==> config.mk <==
export PLATFORM = sky130hd
export DESIGN_NAME = regfile_wb_arbiter
export DESIGN_NICKNAME = d
export VERILOG_FILES = /design/src/rtl/wb_arb_pkg.sv /design/src/rtl/wb_slot.sv /design/src/rtl/regfile_wb_arbiter.sv
export SDC_FILE = /design/constraint.sdc
export NUM_CORES = 1
export LEC_CHECK = 0
export CORE_MARGIN = 4
export CORE_UTILIZATION = 46
export CTS_BUF_LIST = sky130_fd_sc_hd__clkbuf_8
export DETAILED_ROUTE_END_ITERATION = 10
export DONT_BUFFER_PORTS = 1
export PLACE_DENSITY = 0.63
export SLEW_MARGIN = 20
export SYNTH_ARGS = -nofsm -noshare
export SYNTH_HDL_FRONTEND = slang
export SYNTH_SLANG_ARGS = --single-unit
export TNS_END_PERCENT = 100
==> constraint.sdc <==
create_clock -name clk_i -period 5.02 [get_ports clk_i]
set_clock_uncertainty 0.15 [all_clocks]
set_input_delay 1.004 -clock clk_i [delete_from_list [all_inputs] [get_ports clk_i]]
set_output_delay 1.004 -clock clk_i [all_outputs]
set_load 0.01 [all_outputs]
==> src/rtl/wb_arb_pkg.sv <==
`default_nettype none
// ============================================================================
// Module      : wb_arb_pkg
// Description : Shared types and defaults for the register-file writeback
//               arbiter: source index enum, grant vector and helpers.
// Revision    : 1.0 - initial release
// ============================================================================
package wb_arb_pkg;

  localparam int unsigned NUM_SRC          = 3;
  localparam int unsigned DEF_LINK_REG     = 31;
  localparam int unsigned DEF_STARVE_LIMIT = 4;

  // Source index; the numeric order is also the round-robin visiting order
  typedef enum logic [1:0] {
    SRC_LD  = 2'd0,
    SRC_JAL = 2'd1,
    SRC_ALU = 2'd2
  } src_e;

  // One bit per source, indexed by src_e
  typedef logic [NUM_SRC-1:0] grant_t;

  function automatic grant_t src_onehot(input src_e src);
    return grant_t'(1) << src;
  endfunction

  // Source that follows src in the load -> JAL -> ALU rotation
  function automatic src_e src_next(input src_e src);
    case (src)
      SRC_LD:  return SRC_JAL;
      SRC_JAL: return SRC_ALU;
      default: return SRC_LD;
    endcase
  endfunction

endpackage
`default_nettype wire

==> src/rtl/wb_slot.sv <==
`default_nettype none
// ============================================================================
// Module      : wb_slot
// Description : One-entry writeback holding slot with valid/ready handshake.
//               The slot may be drained (granted) and refilled in one cycle.
// Revision    : 1.0 - initial release
// ============================================================================
module wb_slot #(
  parameter int unsigned ADDR_W = 5,
  parameter int unsigned DATA_W = 32
) (
  input  logic              clk_i,
  input  logic              rst_ni,
  input  logic              in_valid_i,
  output logic              in_ready_o,
  input  logic [ADDR_W-1:0] in_addr_i,
  input  logic [DATA_W-1:0] in_data_i,
  input  logic              drain_i,
  output logic              valid_o,
  output logic [ADDR_W-1:0] addr_o,
  output logic [DATA_W-1:0] data_o
);

  logic              valid_q, valid_d;
  logic [ADDR_W-1:0] addr_q,  addr_d;
  logic [DATA_W-1:0] data_q,  data_d;
  logic              accept;

  // Ready while empty, or while the current content leaves this cycle
  assign in_ready_o = !valid_q || drain_i;
  assign accept     = in_valid_i && in_ready_o;

  // Next-state: capture wins over drain so drain+refill keeps the slot full
  always_comb begin
    valid_d = valid_q;
    addr_d  = addr_q;
    data_d  = data_q;
    if (accept) begin
      valid_d = 1'b1;
      addr_d  = in_addr_i;
      data_d  = in_data_i;
    end else if (drain_i) begin
      valid_d = 1'b0;
    end
  end

  // Slot state registers
  always_ff @(posedge clk_i or negedge rst_ni) begin
    if (!rst_ni) begin
      valid_q <= 1'b0;
      addr_q  <= '0;
      data_q  <= '0;
    end else begin
      valid_q <= valid_d;
      addr_q  <= addr_d;
      data_q  <= data_d;
    end
  end

  assign valid_o = valid_q;
  assign addr_o  = addr_q;
  assign data_o  = data_q;

endmodule
`default_nettype wire

==> src/rtl/regfile_wb_arbiter.sv <==
`default_nettype none
// ============================================================================
// Module      : regfile_wb_arbiter
// Description : Shares the single register-file write port among ALU, load
//               and JAL-link writeback sources. Each source owns a one-entry
//               slot; one slot is granted per cycle. Exports a pending-write
//               mask built from registered slot state only.
//               Build option WB_ARB_RR_EN: round-robin load -> JAL -> ALU.
//               Without it: fixed load > JAL > ALU with ALU starvation
//               promotion after STARVE_LIMIT waiting cycles.
// Revision    : 1.0 - initial release
// ============================================================================
module regfile_wb_arbiter
  import wb_arb_pkg::*;
#(
  parameter int unsigned DATA_W       = 32,
  parameter int unsigned ADDR_W       = 5,
  parameter int unsigned LINK_REG     = DEF_LINK_REG,
  parameter int unsigned STARVE_LIMIT = DEF_STARVE_LIMIT
) (
  input  logic                   clk_i,
  input  logic                   rst_ni,
  input  logic                   alu_valid_i,
  output logic                   alu_ready_o,
  input  logic                   alu_reg_dst_i,
  input  logic [ADDR_W-1:0]      alu_rd_i,
  input  logic [ADDR_W-1:0]      alu_rt_i,
  input  logic [DATA_W-1:0]      alu_data_i,
  input  logic                   ld_valid_i,
  output logic                   ld_ready_o,
  input  logic [ADDR_W-1:0]      ld_rt_i,
  input  logic [DATA_W-1:0]      ld_data_i,
  input  logic                   jal_valid_i,
  output logic                   jal_ready_o,
  input  logic [DATA_W-1:0]      jal_link_i,
  output logic                   rf_we_o,
  output logic [ADDR_W-1:0]      rf_waddr_o,
  output logic [DATA_W-1:0]      rf_wdata_o,
  output logic [(2**ADDR_W)-1:0] pend_mask_o
);

  logic [NUM_SRC-1:0]             in_valid;
  logic [NUM_SRC-1:0]             in_ready;
  logic [NUM_SRC-1:0][ADDR_W-1:0] in_addr;
  logic [NUM_SRC-1:0][DATA_W-1:0] in_data;
  logic [NUM_SRC-1:0]             slot_valid;
  logic [NUM_SRC-1:0][ADDR_W-1:0] slot_addr;
  logic [NUM_SRC-1:0][DATA_W-1:0] slot_data;

  grant_t grant;
  logic   gnt_any;
  src_e   gnt_src;

  // Destination register is resolved once, at capture time
  assign in_valid[SRC_LD]  = ld_valid_i;
  assign in_addr[SRC_LD]   = ld_rt_i;
  assign in_data[SRC_LD]   = ld_data_i;

  assign in_valid[SRC_JAL] = jal_valid_i;
  assign in_addr[SRC_JAL]  = ADDR_W'(LINK_REG);
  assign in_data[SRC_JAL]  = jal_link_i;

  assign in_valid[SRC_ALU] = alu_valid_i;
  assign in_addr[SRC_ALU]  = alu_reg_dst_i ? alu_rd_i : alu_rt_i;
  assign in_data[SRC_ALU]  = alu_data_i;

  assign ld_ready_o  = in_ready[SRC_LD];
  assign jal_ready_o = in_ready[SRC_JAL];
  assign alu_ready_o = in_ready[SRC_ALU];

  for (genvar s = 0; s < NUM_SRC; s++) begin : g_slot
    wb_slot #(
      .ADDR_W (ADDR_W),
      .DATA_W (DATA_W)
    ) u_slot (
      .clk_i      (clk_i),
      .rst_ni     (rst_ni),
      .in_valid_i (in_valid[s]),
      .in_ready_o (in_ready[s]),
      .in_addr_i  (in_addr[s]),
      .in_data_i  (in_data[s]),
      .drain_i    (grant[s]),
      .valid_o    (slot_valid[s]),
      .addr_o     (slot_addr[s]),
      .data_o     (slot_data[s])
    );
  end

`ifdef WB_ARB_RR_EN
  src_e       rr_ptr_q, rr_ptr_d;
  logic [2:0] rr_idx;

  // Round-robin pick: first valid slot at or after the pointer, wrapping
  always_comb begin
    gnt_any = 1'b0;
    gnt_src = SRC_LD;
    rr_idx  = '0;
    for (int k = 0; k < NUM_SRC; k++) begin
      rr_idx = {1'b0, rr_ptr_q} + 3'(k);
      if (rr_idx >= 3'd3) begin
        rr_idx = rr_idx - 3'd3;
      end
      if (!gnt_any && slot_valid[rr_idx[1:0]]) begin
        gnt_any = 1'b1;
        gnt_src = src_e'(rr_idx[1:0]);
      end
    end
  end

  // Pointer moves to the source after the one just granted
  always_comb begin
    rr_ptr_d = rr_ptr_q;
    if (gnt_any) begin
      rr_ptr_d = src_next(gnt_src);
    end
  end

  // Round-robin pointer register; reset makes load the first candidate
  always_ff @(posedge clk_i or negedge rst_ni) begin
    if (!rst_ni) begin
      rr_ptr_q <= SRC_LD;
    end else begin
      rr_ptr_q <= rr_ptr_d;
    end
  end
`else
  localparam int unsigned       WAIT_W   = (STARVE_LIMIT > 0) ? $clog2(STARVE_LIMIT + 1) : 1;
  localparam logic [WAIT_W-1:0] WAIT_MAX = WAIT_W'(STARVE_LIMIT);

  logic [WAIT_W-1:0] alu_wait_q, alu_wait_d;
  logic              alu_promote;

  assign alu_promote = (alu_wait_q == WAIT_MAX);

  // Fixed priority load > JAL > ALU, with a starved ALU jumping the queue
  always_comb begin
    gnt_any = 1'b1;
    gnt_src = SRC_LD;
    if (alu_promote && slot_valid[SRC_ALU]) begin
      gnt_src = SRC_ALU;
    end else if (slot_valid[SRC_LD]) begin
      gnt_src = SRC_LD;
    end else if (slot_valid[SRC_JAL]) begin
      gnt_src = SRC_JAL;
    end else if (slot_valid[SRC_ALU]) begin
      gnt_src = SRC_ALU;
    end else begin
      gnt_any = 1'b0;
    end
  end

  // Count cycles the ALU slot is held back; saturate, clear on its grant
  always_comb begin
    alu_wait_d = alu_wait_q;
    if (grant[SRC_ALU]) begin
      alu_wait_d = '0;
    end else if (slot_valid[SRC_ALU] && !alu_promote) begin
      alu_wait_d = alu_wait_q + WAIT_W'(1);
    end
  end

  // ALU wait counter register
  always_ff @(posedge clk_i or negedge rst_ni) begin
    if (!rst_ni) begin
      alu_wait_q <= '0;
    end else begin
      alu_wait_q <= alu_wait_d;
    end
  end
`endif

  assign grant = gnt_any ? src_onehot(gnt_src) : grant_t'(0);

  // Write-port mux from the granted slot; zero when nothing is granted
  always_comb begin
    rf_waddr_o = '0;
    rf_wdata_o = '0;
    for (int s = 0; s < NUM_SRC; s++) begin
      if (grant[s]) begin
        rf_waddr_o = slot_addr[s];
        rf_wdata_o = slot_data[s];
      end
    end
  end

  // Register 0 writes are consumed but never reach the register file
  assign rf_we_o = gnt_any && (rf_waddr_o != '0);

  // Pending-write mask from registered slot state; register 0 never flagged
  always_comb begin
    pend_mask_o = '0;
    for (int s = 0; s < NUM_SRC; s++) begin
      if (slot_valid[s] && (slot_addr[s] != '0)) begin
        pend_mask_o[slot_addr[s]] = 1'b1;
      end
    end
  end

endmodule
`default_nettype wire

==> run summary, run 1 <==
WS Path Type -> flip-flop to output port
Number of H-tree branching levels -> 4
Total of flip-flops plus latches after synthesis -> 113
Core ar. -> 0.0115 mm²
Combinational Power Share -> 31.2%
DRT iter0 DRCs -> 185
Maximum vdd ir drop -> 0.304 mV
Mapped Cells -> 466
Die Outline Area -> 0.0137 mm²
Data required time of the critical path -> 3.87 ns
Crit path capture type -> output port
Count of flip-flops with a built-in enable after synthesis -> 0
I/O pin count -> 190
Gr usage total -> 19.0%
Headroom to the max-slew limit -> 36.3%
Area growth syn-to-layout -> 9.07%
Worst Path Max Fanout -> 45
Sink count of the clock tree -> 113
Count of endpoints failing setup in the final report -> 0
Post-layout total power -> 3.48 mW
Wire length of the first global-routing pass -> 19700 µm
WL/cell -> 21.3 µm
Syn_area_per_cell -> 11.7 µm²
Highest clock frequency the design can meet -> 238 MHz
Clock-pin slew on the worst setup and hold paths -> 0.07 ns
Post-layout minimum cycle time -> 4.20 ns
Worst setup SP type -> flip-flop
Delay of the slowest critical-path stage -> 0.73 ns
Count of pins over their slew limit -> 0
Hold buffers post-CTS -> 0
Share of the clock period used by the worst path -> 83.6%
Outcome -> completed
Average via count per standard cell -> 6.13
Pwr Density -> 585 mW/mm²
Register share of total power -> 41.0%
Final worst setup slack -> 0.824 ns
Worst path bufs/invs -> 0
Remaining antenna violation count after routing -> 0
Slew at the pin closest to its max-slew limit -> 0.952 ns
Share of the yosys chip area belonging to registers -> 51.8%
HPWL after detailed placement -> 8900 µm
Pin count of the biggest net entering global routing -> 114
Number of buffers between clock root and the deepest sink -> 2
Fraction of layout cells with a size suffix above 1 -> 30.8%
Post-synthesis instance area -> 0.00546 mm²
Critical-path cell list -> o2bb2ai_4, nand2_2, o22a_1, or4b_1
Pre-antenna DRT Iters -> 4
Number of hold-slack violations in the final timing report -> 0
Unrepaired setup endpoints after global routing -> no
Nets -> 572
Yosys warning count -> 0
Layout Utilization -> 51.7%
Count of maximum capacitance violations -> 0
CTS Root Buffer Type -> sky130_fd_sc_hd__clkbuf_8
Reported net switching power -> 1.19 mW
Cell family contributing the most delay on the critical path -> simple AND/OR/NAND/NOR gates
Total overflow reported by the global router -> 0
Async set-or-reset flop fraction in the synthesized netlist -> 100%
Vias after detailed routing -> 3738
Clock power frac -> 27.8%
Worst EP arrival -> 3.04 ns
Number of resized instances in the post-cts repair step -> 0
PortBufs -> 0
Internal portion of total power -> 2.29 mW
Number of remaining DRC errors -> 0
Slowest cell on crit path -> sky130_fd_sc_hd__dfrtp_2
Worst slack at placement -> 1.26 ns
Commonest cells after routing, fill and taps aside -> 112 x sky130_fd_sc_hd__dfrtp_1, 97 x sky130_fd_sc_hd__mux2_2, 34 x sky130_fd_sc_hd__nor2_1
Most used DFF post-synth -> sky130_fd_sc_hd__dfrtp_1
Die Y-Extent -> 117 µm
Clock latency of the later-clocked register in the worst-skew pair -> 0.42 ns
Site Rows -> 39
Total length of routed wires -> 13000 µm
Effective utilization at floorplan -> 47.4%
Total negative slack -> 0 ns
Most frequent standard cell in the layout excluding fill and tap cells -> sky130_fd_sc_hd__dfrtp_1
Post-CTS setup repair buffer count -> 0
Distinct cell type count of the synthesized netlist -> 38
Worst Hold Class -> primary input to asynchronous set/reset pin
Number of antenna violations at the first check in global routing -> 3
Final weighted congestion of routability-driven global placement -> 0.832
Vias in the first global route -> 3792
Clock tree from TritonCTS -> yes
Net count after synthesis -> 585
Number of clock buffers inserted by TritonCTS -> 17
Net switching fraction of the power -> 34.1%
Static Leak -> 2.44 nW
Die W -> 117 µm
[cell usage after synthesis (3+ instances only)]
master                     number  area share (%)
sky130_fd_sc_hd__o22a_1         3            0.48
sky130_fd_sc_hd__o21ai_0        8            0.73
sky130_fd_sc_hd__nand3b_1       7            0.96
sky130_fd_sc_hd__inv_1          3            0.21
sky130_fd_sc_hd__a21oi_1       33             3.0
sky130_fd_sc_hd__buf_6          4            0.82
sky130_fd_sc_hd__dfrtp_1      113              52
sky130_fd_sc_hd__buf_1          5            0.34
sky130_fd_sc_hd__buf_4          4            0.55
sky130_fd_sc_hd__nor2_1        34             2.3
sky130_fd_sc_hd__nand3_1        5            0.46
sky130_fd_sc_hd__a22oi_1       33             4.5
sky130_fd_sc_hd__buf_2          9            0.82
sky130_fd_sc_hd__and2_1         5            0.57
sky130_fd_sc_hd__mux2_2        97              20
sky130_fd_sc_hd__nor2b_1        3            0.34
sky130_fd_sc_hd__nand2_1       18             1.2
sky130_fd_sc_hd__mux2i_1        7             1.3
sky130_fd_sc_hd__nand2b_1       7            0.80
sky130_fd_sc_hd__mux2_1         4            0.82
sky130_fd_sc_hd__clkbuf_1      13            0.89
sky130_fd_sc_hd__o22ai_1       30             3.4
[worst reg2reg max path: stages (launching register included)]
cell and delay [ns]:
sky130_fd_sc_hd__dfrtp_2 0.97, sky130_fd_sc_hd__nand2_1 0.32, sky130_fd_sc_hd__nand2_2 0.80, sky130_fd_sc_hd__mux2_2 0.44
[layout make-up]
class	count	area [µm²]
fill	1012	5560
clock buffer	22	303
timing repair buffer	3	22.5
clock inverter	9	153
inverter	3	11.3
antenna	2	5.00
tap	143	179
sequential	113	2830
multi-input combinational	315	2460
[through the flow]
step                area, µm²  hold slack (ns)  instances
CTS                      5950           0.0820        608
global route             5960           0.0685        610
floorplan                5460            0.307        466
detailed placement       5500            0.337        577
global placement         5500            0.324        577
finish                   5960            0.120        610
[routing by layer]
layer	wire length [µm]	track usage [%]
met5	7	0
met1	5130	22.1
met2	6330	30.3
met4	132	6.88
met3	1420	9.61
[power groups by stage]
stage	registers, mW	logic (mW)	clock network, mW
6_report	1.43	1.09	0.968
5_1_grt	1.47	1.20	1.04
4_1_cts	1.42	1.10	0.991
3_5_place_dp	1.44	1.10	0
3_3_place_gp	1.42	1.07	0
2_1_floorplan	1.34	0.979	0
[flip-flops by register name, indices dropped and copies added (netlist names)]
register	flops
g_slot.u_slot.data_o	96
g_slot.u_slot.addr_o	11
g_slot.u_slot.valid_o	3
alu_wait_q	3
[worst paths after layout]
path	start	cells past startpoint	slack [ns]	end
worst max-delay path	g_slot[0].u_slot.valid_o	4	0.82	rf_we_o
worst min-delay path	rst_ni	0	0.12	g_slot[1].u_slot.data_o[30]
min in group clk_i	g_slot[1].u_slot.addr_o[0]	1	0.35	g_slot[1].u_slot.addr_o[0]
max in group asynchronous	rst_ni	0	4.40	g_slot[0].u_slot.valid_o
worst min register to register	g_slot[1].u_slot.addr_o[0]	1	0.35	g_slot[1].u_slot.addr_o[0]
worst max register to register	g_slot[0].u_slot.valid_o	3	2.21	g_slot[0].u_slot.data_o[19]
[cell families after synthesis]
kind of cell	after synthesis	synth area share (%)
AO/OA/AOI/OAI	114	13.6
buffers and inverters	38	3.64
multiplexers	108	22.1
adder cells (fa/ha/maj)	2	0.458
other	1	0.0686
AND/OR/NAND/NOR	89	8.22
flip-flops	113	51.8
XOR/XNOR	1	0.160
Note: power is estimated with default switching activity, not from simulation.
==> inputs of run 2 (changes only) <==
--- a/config.mk
+++ b/config.mk
@@ -10,7 +10,7 @@
 export CTS_BUF_LIST = sky130_fd_sc_hd__clkbuf_8
 export DETAILED_ROUTE_END_ITERATION = 10
 export DONT_BUFFER_PORTS = 1
-export PLACE_DENSITY = 0.63
+export PLACE_DENSITY = 0.65
 export SLEW_MARGIN = 20
 export SYNTH_ARGS = -nofsm -noshare
 export SYNTH_HDL_FRONTEND = slang
==> constraint.sdc (replaced) <==
create_clock -name clk_i -period 3.4 [get_ports clk_i]
set_clock_uncertainty 0.15 [all_clocks]
set_input_delay 0.68 -clock clk_i [delete_from_list [all_inputs] [get_ports clk_i]]
set_output_delay 0.68 -clock clk_i [all_outputs]
set_load 0.01 [all_outputs]
==> run 2 against run 1 <==
Die area is the same. Cell count grew 1.6%. Core utilization grew 0.90 points. Wire length grew 2.0%. Sequential power grew 47%.
==> run summary, run 2 (synthesis gave the netlist of run 1 again) <==
Static Leak -> 2.50 nW
Slowest cell on crit path -> sky130_fd_sc_hd__or4b_1
Die W -> 117 µm
Number of clock buffers inserted by TritonCTS -> 17
Maximum vdd ir drop -> 0.470 mV
Die Outline Area -> 0.0137 mm²
Post-CTS setup repair buffer count -> 0
Worst slack at placement -> 0.673 ns
Vias in the first global route -> 3773
WS Path Type -> flip-flop to output port
Clock-pin slew on the worst setup and hold paths -> 0.07 ns
Register share of total power -> 40.0%
Count of maximum capacitance violations -> 0
Outcome -> completed
DR WL met2 -> 6490 µm
Launch point of the worst reg-to-reg path -> alu_wait_q[0]
Combinational Power Share -> 32.7%
Sink count of the clock tree -> 113
Internal portion of total power -> 3.43 mW
Clock tree from TritonCTS -> yes
Met3 routed wirelength -> 1180 µm
Number of H-tree branching levels -> 4
WL/cell -> 21.4 µm
Data required time of the critical path -> 2.57 ns
Site Rows -> 39
Share of the clock period used by the worst path -> 93.8%
Post-layout minimum cycle time -> 3.19 ns
Total overflow reported by the global router -> 0
Number of hold-slack violations in the final timing report -> 0
Worst Path Max Fanout -> 4
Highest metal layer with signal wires -> met5
Fraction of layout cells with a size suffix above 1 -> 31.8%
PortBufs -> 0
Number of remaining DRC errors -> 0
Layout Utilization -> 52.6%
Post-layout total power -> 5.25 mW
Most frequent standard cell in the layout excluding fill and tap cells -> sky130_fd_sc_hd__dfrtp_1
Net switching fraction of the power -> 34.7%
I/O pin count -> 190
Clock power frac -> 27.3%
Vias after detailed routing -> 3741
Number of buffers between clock root and the deepest sink -> 2
Critical-path cell list -> inv_1, ha_1, and3_4, o21bai_1, o22a_1, or4b_1
Delay of the slowest critical-path stage -> 0.59 ns
Clock latency of the later-clocked register in the worst-skew pair -> 0.43 ns
Worst Hold Class -> primary input to asynchronous set/reset pin
CTS Root Buffer Type -> sky130_fd_sc_hd__clkbuf_8
Gr usage total -> 19.2%
Pin count of the biggest net entering global routing -> 114
Core ar. -> 0.0115 mm²
Pre-antenna DRT Iters -> 4
Average via count per standard cell -> 6.03
Wire length of the first global-routing pass -> 19900 µm
Count of endpoints failing setup in the final report -> 0
Count of pins over their slew limit -> 0
Nets -> 581
Final hold slack -> 0.0329 ns
Pwr Density -> 866 mW/mm²
Total length of routed wires -> 13300 µm
Max reg flops -> 96
Remaining antenna violation count after routing -> 0
Slew at the pin closest to its max-slew limit -> 0.938 ns
Crit path capture type -> output port
Die Y-Extent -> 117 µm
Effective utilization at floorplan -> 47.4%
Reported net switching power -> 1.82 mW
Final std cells w/o fill -> 620
Worst setup SP type -> flip-flop
Worst EP arrival -> 2.36 ns
Cells after DPL -> 585
Highest clock frequency the design can meet -> 313 MHz
Final worst setup slack -> 0.209 ns
HPWL after detailed placement -> 9260 µm
Reg-to-reg setup timing slack -> 0.81 ns
Commonest cells after routing, fill and taps aside -> 112 x sky130_fd_sc_hd__dfrtp_1, 97 x sky130_fd_sc_hd__mux2_2, 34 x sky130_fd_sc_hd__nor2_1
Number of antenna violations at the first check in global routing -> 3
Wl on met1 -> 5400 µm
Area growth syn-to-layout -> 11.0%
Reg2reg end -> g_slot[1].u_slot.data_o[16]
Unrepaired setup endpoints after global routing -> no
DRT iter0 DRCs -> 173
Headroom to the max-slew limit -> 37.3%
Length in cells of the worst reg-to-reg path -> 6
Post-route cell area -> 0.00606 mm²
Final weighted congestion of routability-driven global placement -> 0.820
Placed standard-cell area -> 0.00557 mm²
Total negative slack -> 0 ns
==> run 2: cell count changes in the layout (fill, tap and decap cells not counted) <==
| cell | previous run | this run |
|---|---|---|
| sky130_fd_sc_hd__inv_1 | 3 | 5 |
| sky130_fd_sc_hd__clkinv_2 | 3 | 1 |
| sky130_fd_sc_hd__buf_4 | 3 | 10 |
| sky130_fd_sc_hd__buf_16 | 0 | 1 |
| sky130_fd_sc_hd__clkinv_4 | 2 | 1 |
| sky130_fd_sc_hd__clkinvlp_4 | 0 | 2 |
| sky130_fd_sc_hd__buf_12 | 0 | 1 |
==> run 2: worst max path at each step <==
stage	cells after the start	end	slack, ns	from
after floorplan	6	rf_we_o	0.75	alu_wait_q[0]
after global placement	6	rf_we_o	0.72	alu_wait_q[0]
after detailed placement	6	rf_we_o	0.67	alu_wait_q[0]
after CTS	6	rf_we_o	0.17	alu_wait_q[0]
after global routing	6	rf_we_o	0.12	alu_wait_q[0]
final	6	rf_we_o	0.21	alu_wait_q[0]
==> run 2: worst max-delay path: cells and delay by family, from the launching register on <==
| kind | cells | cell delay [ns] |
|---|---|---|
| AOI/OAI and AO/OA | 2 | 0.41 |
| adders and majority gates | 1 | 0.28 |
| buffers and inverters | 1 | 0.07 |
| DFF | 1 | 0.34 |
| and+or+nand+nor | 2 | 0.83 |
==> run 2: per-layer routing <==
metal | vias up | track usage [%]
li1 | 1713 | -
met1 | 1846 | 22.8
met2 | 163 | 31.1
met3 | 17 | 8.02
met4 | 2 | 7.72
met5 | - | 0
==> run 2: area by class of cell <==
type	instances	area [µm²]
Multi-Input combinational cell	315	2460
Clock inverter	10	156
Inverter	3	11.3
Timing Repair Buffer	12	123
Fill cell	1002	5450
Sequential cell	113	2830
Clock buffer	22	303
Tap cell	143	179
Antenna cell	2	5.00
==> run 2: timing repair <==
| action | 4_1_cts | 5_1_grt |
|---|---|---|
| hold endpoints to repair | 113 | 0 |
| gates resized for setup | 0 | 0 |
| hold buffers | 1 | 0 |
==> run 2: power by group through the flow <==
stage / registers, mW / logic, mW / clock network [mW]
global placement: 2.09 / 1.66 / 0
CTS: 2.10 / 1.74 / 1.47
finish: 2.10 / 1.72 / 1.43
global route: 2.16 / 1.88 / 1.53
detailed placement: 2.12 / 1.70 / 0
floorplan: 1.98 / 1.45 / 0
==> inputs of run 3 (changes only) <==
--- a/config.mk
+++ b/config.mk
@@ -10,7 +10,7 @@
 export CTS_BUF_LIST = sky130_fd_sc_hd__clkbuf_8
 export DETAILED_ROUTE_END_ITERATION = 10
 export DONT_BUFFER_PORTS = 1
-export PLACE_DENSITY = 0.65
+export PLACE_DENSITY = 0.62
 export SLEW_MARGIN = 20
 export SYNTH_ARGS = -nofsm -noshare
 export SYNTH_HDL_FRONTEND = slang
==> run 3 against run 2 <==
Cell count is the same. Critical path type unchanged. Core utilization grew 0.054 points. Cell area grew 0.10%. Count of clock-buffer cells in the layout shrank 2.
==> run summary, run 3 (synthesis gave the netlist of run 1 again) <==
Outcome -> completed
Total negative slack -> 0 ns
Effective utilization at floorplan -> 47.4%
Register share of total power -> 40.0%
Total overflow reported by the global router -> 0
Number of H-tree branching levels -> 4
Clock tree from TritonCTS -> yes
Die W -> 117 µm
Maximum vdd ir drop -> 0.425 mV
Worst EP arrival -> 2.39 ns
Slowest cell on crit path -> sky130_fd_sc_hd__or4b_1
Average via count per standard cell -> 6.10
Worst setup SP type -> flip-flop
Delay of the slowest critical-path stage -> 0.59 ns
Remaining antenna violation count after routing -> 0
Net switching fraction of the power -> 34.8%
Crit path capture type -> output port
Post-layout minimum cycle time -> 3.22 ns
Post-CTS setup repair buffer count -> 0
Clock power frac -> 26.7%
DRT iter0 DRCs -> 176
Total length of routed wires -> 13500 µm
Highest clock frequency the design can meet -> 310 MHz
Pwr Density -> 861 mW/mm²
Die Outline Area -> 0.0137 mm²
Critical-path cell list -> inv_1, ha_1, o2bb2ai_4, nand2_2, o22a_1, or4b_1
Unrepaired setup endpoints after global routing -> no
PortBufs -> 0
Number of buffers between clock root and the deepest sink -> 2
Pre-antenna DRT Iters -> 5
Vias after detailed routing -> 3779
Final antenna diode count -> 0
WS Path Type -> flip-flop to output port
Post-route cell area -> 0.00607 mm²
Commonest cells after routing, fill and taps aside -> 112 x sky130_fd_sc_hd__dfrtp_1, 97 x sky130_fd_sc_hd__mux2_2, 34 x sky130_fd_sc_hd__nor2_1
Clock latency of the later-clocked register in the worst-skew pair -> 0.44 ns
Wire length of the first global-routing pass -> 20400 µm
Worst Path Max Fanout -> 5
Static Leak -> 2.51 nW
Internal portion of total power -> 3.41 mW
Worst slack at placement -> 0.612 ns
Share of the clock period used by the worst path -> 94.8%
Final worst setup slack -> 0.175 ns
Fraction of layout cells with a size suffix above 1 -> 32.1%
Most frequent standard cell in the layout excluding fill and tap cells -> sky130_fd_sc_hd__dfrtp_1
Layout Utilization -> 52.7%
CTS Root Buffer Type -> sky130_fd_sc_hd__clkbuf_8
Headroom to the max-slew limit -> 49.7%
Reported net switching power -> 1.82 mW
Area growth syn-to-layout -> 11.1%
Count of maximum capacitance violations -> 0
Vias in the first global route -> 3818
Final weighted congestion of routability-driven global placement -> 0.810
Slew at the pin closest to its max-slew limit -> 0.751 ns
Gr usage total -> 19.9%
Die Y-Extent -> 117 µm
Nets -> 583
Count of pins over their slew limit -> 0
Core ar. -> 0.0115 mm²
I/O pin count -> 190
WL/cell -> 21.8 µm
Data required time of the critical path -> 2.57 ns
Clock-pin slew on the worst setup and hold paths -> 0.07 ns
Number of hold-slack violations in the final timing report -> 0
HPWL after detailed placement -> 9500 µm
Placed standard-cell area -> 0.00560 mm²
Site Rows -> 39
Fill cell count -> 1039
Number of antenna violations at the first check in global routing -> 1
Number of clock buffers inserted by TritonCTS -> 17
Worst Hold Class -> primary input to asynchronous set/reset pin
Sink count of the clock tree -> 113
Pin count of the biggest net entering global routing -> 114
Count of endpoints failing setup in the final report -> 0
Max reg flops -> 96
Combinational Power Share -> 33.3%
Number of remaining DRC errors -> 0
run 3: changes by cell type in the layout (fill, tap and decap cells not counted):
cell / before / now
sky130_fd_sc_hd__buf_12: 1 / 2
sky130_fd_sc_hd__buf_6: 0 / 1
sky130_fd_sc_hd__clkbuf_8: 22 / 20
sky130_fd_sc_hd__clkinv_2: 1 / 4
sky130_fd_sc_hd__clkinvlp_4: 2 / 1
sky130_fd_sc_hd__diode_2: 2 / 0
run 3: path summary, 6_finish.rpt:
check / startpoint / endpoint / slack (ns) / depth (start not counted)
hold / removal: rst_ni / g_slot[1].u_slot.data_o[21] / 0.03 / 1
setup / recovery: alu_wait_q[0] / rf_we_o / 0.18 / 6
hold reg to reg: g_slot[0].u_slot.data_o[17] / g_slot[0].u_slot.data_o[17] / 0.35 / 1
max in group asynchronous: rst_ni / g_slot[0].u_slot.valid_o / 2.59 / 1
min in group clk_i: alu_valid_i / g_slot[2].u_slot.valid_o / 0.20 / 1
setup reg to reg: alu_wait_q[0] / g_slot[1].u_slot.data_o[9] / 0.77 / 7
run 3: layout make-up:
cell class                 count  area [µm²]  area share [%]
sequential                   113        2830            46.6
timing repair buffer          14         154            2.54
clock buffer                  20         275            4.54
tap                          143         179            2.95
multi-input combinational    315        2460            40.5
clock inverter                12         164            2.70
inverter                       3        11.3           0.186
run 3: critical path: cells and delay by family, from the launching register on:
| kind | cells | cell delay (ns) |
|---|---|---|
| buf+inv | 1 | 0.10 |
| flops | 1 | 0.38 |
| simple gates | 2 | 0.73 |
| fa+ha+maj | 1 | 0.28 |
| compound gates | 2 | 0.46 |
run 3: routing by layer:
metal	share of wire (%)	GRT usage (%)	vias to the layer above
li1	-	-	1707
met1	39	22.6	1895
met2	51	33.5	152
met3	8.1	7.46	23
met4	1.7	8.56	2
met5	0.096	0	-
run 3: power by group through the flow:
stage / clock network, mW / logic (mW) / registers, mW
2_1_floorplan: 0 / 1.45 / 1.98
3_3_place_gp: 0 / 1.67 / 2.09
4_1_cts: 1.43 / 1.77 / 2.09
5_1_grt: 1.49 / 1.90 / 2.15
6_report: 1.40 / 1.74 / 2.09
3_5_place_dp: 0 / 1.73 / 2.12
run 3: metrics by stage:
step / hold WS (ns) / total power [mW] / std cells
2_1_floorplan: 0.234 / 3.43 / 466
3_3_place_gp: 0.237 / 3.76 / 587
3_5_place_dp: 0.237 / 3.85 / 587
4_1_cts: 0.0521 / 5.29 / 620
5_1_grt: 0.0653 / 5.54 / 620
6_report: 0.0307 / 5.23 / 620
run 3: what timing repair did:
item                                    CTS  global route
hold buffers                              1             0
endpoints found under the hold margin   113             0
endpoints found under the setup margin    0             3
resized for setup                         0             1
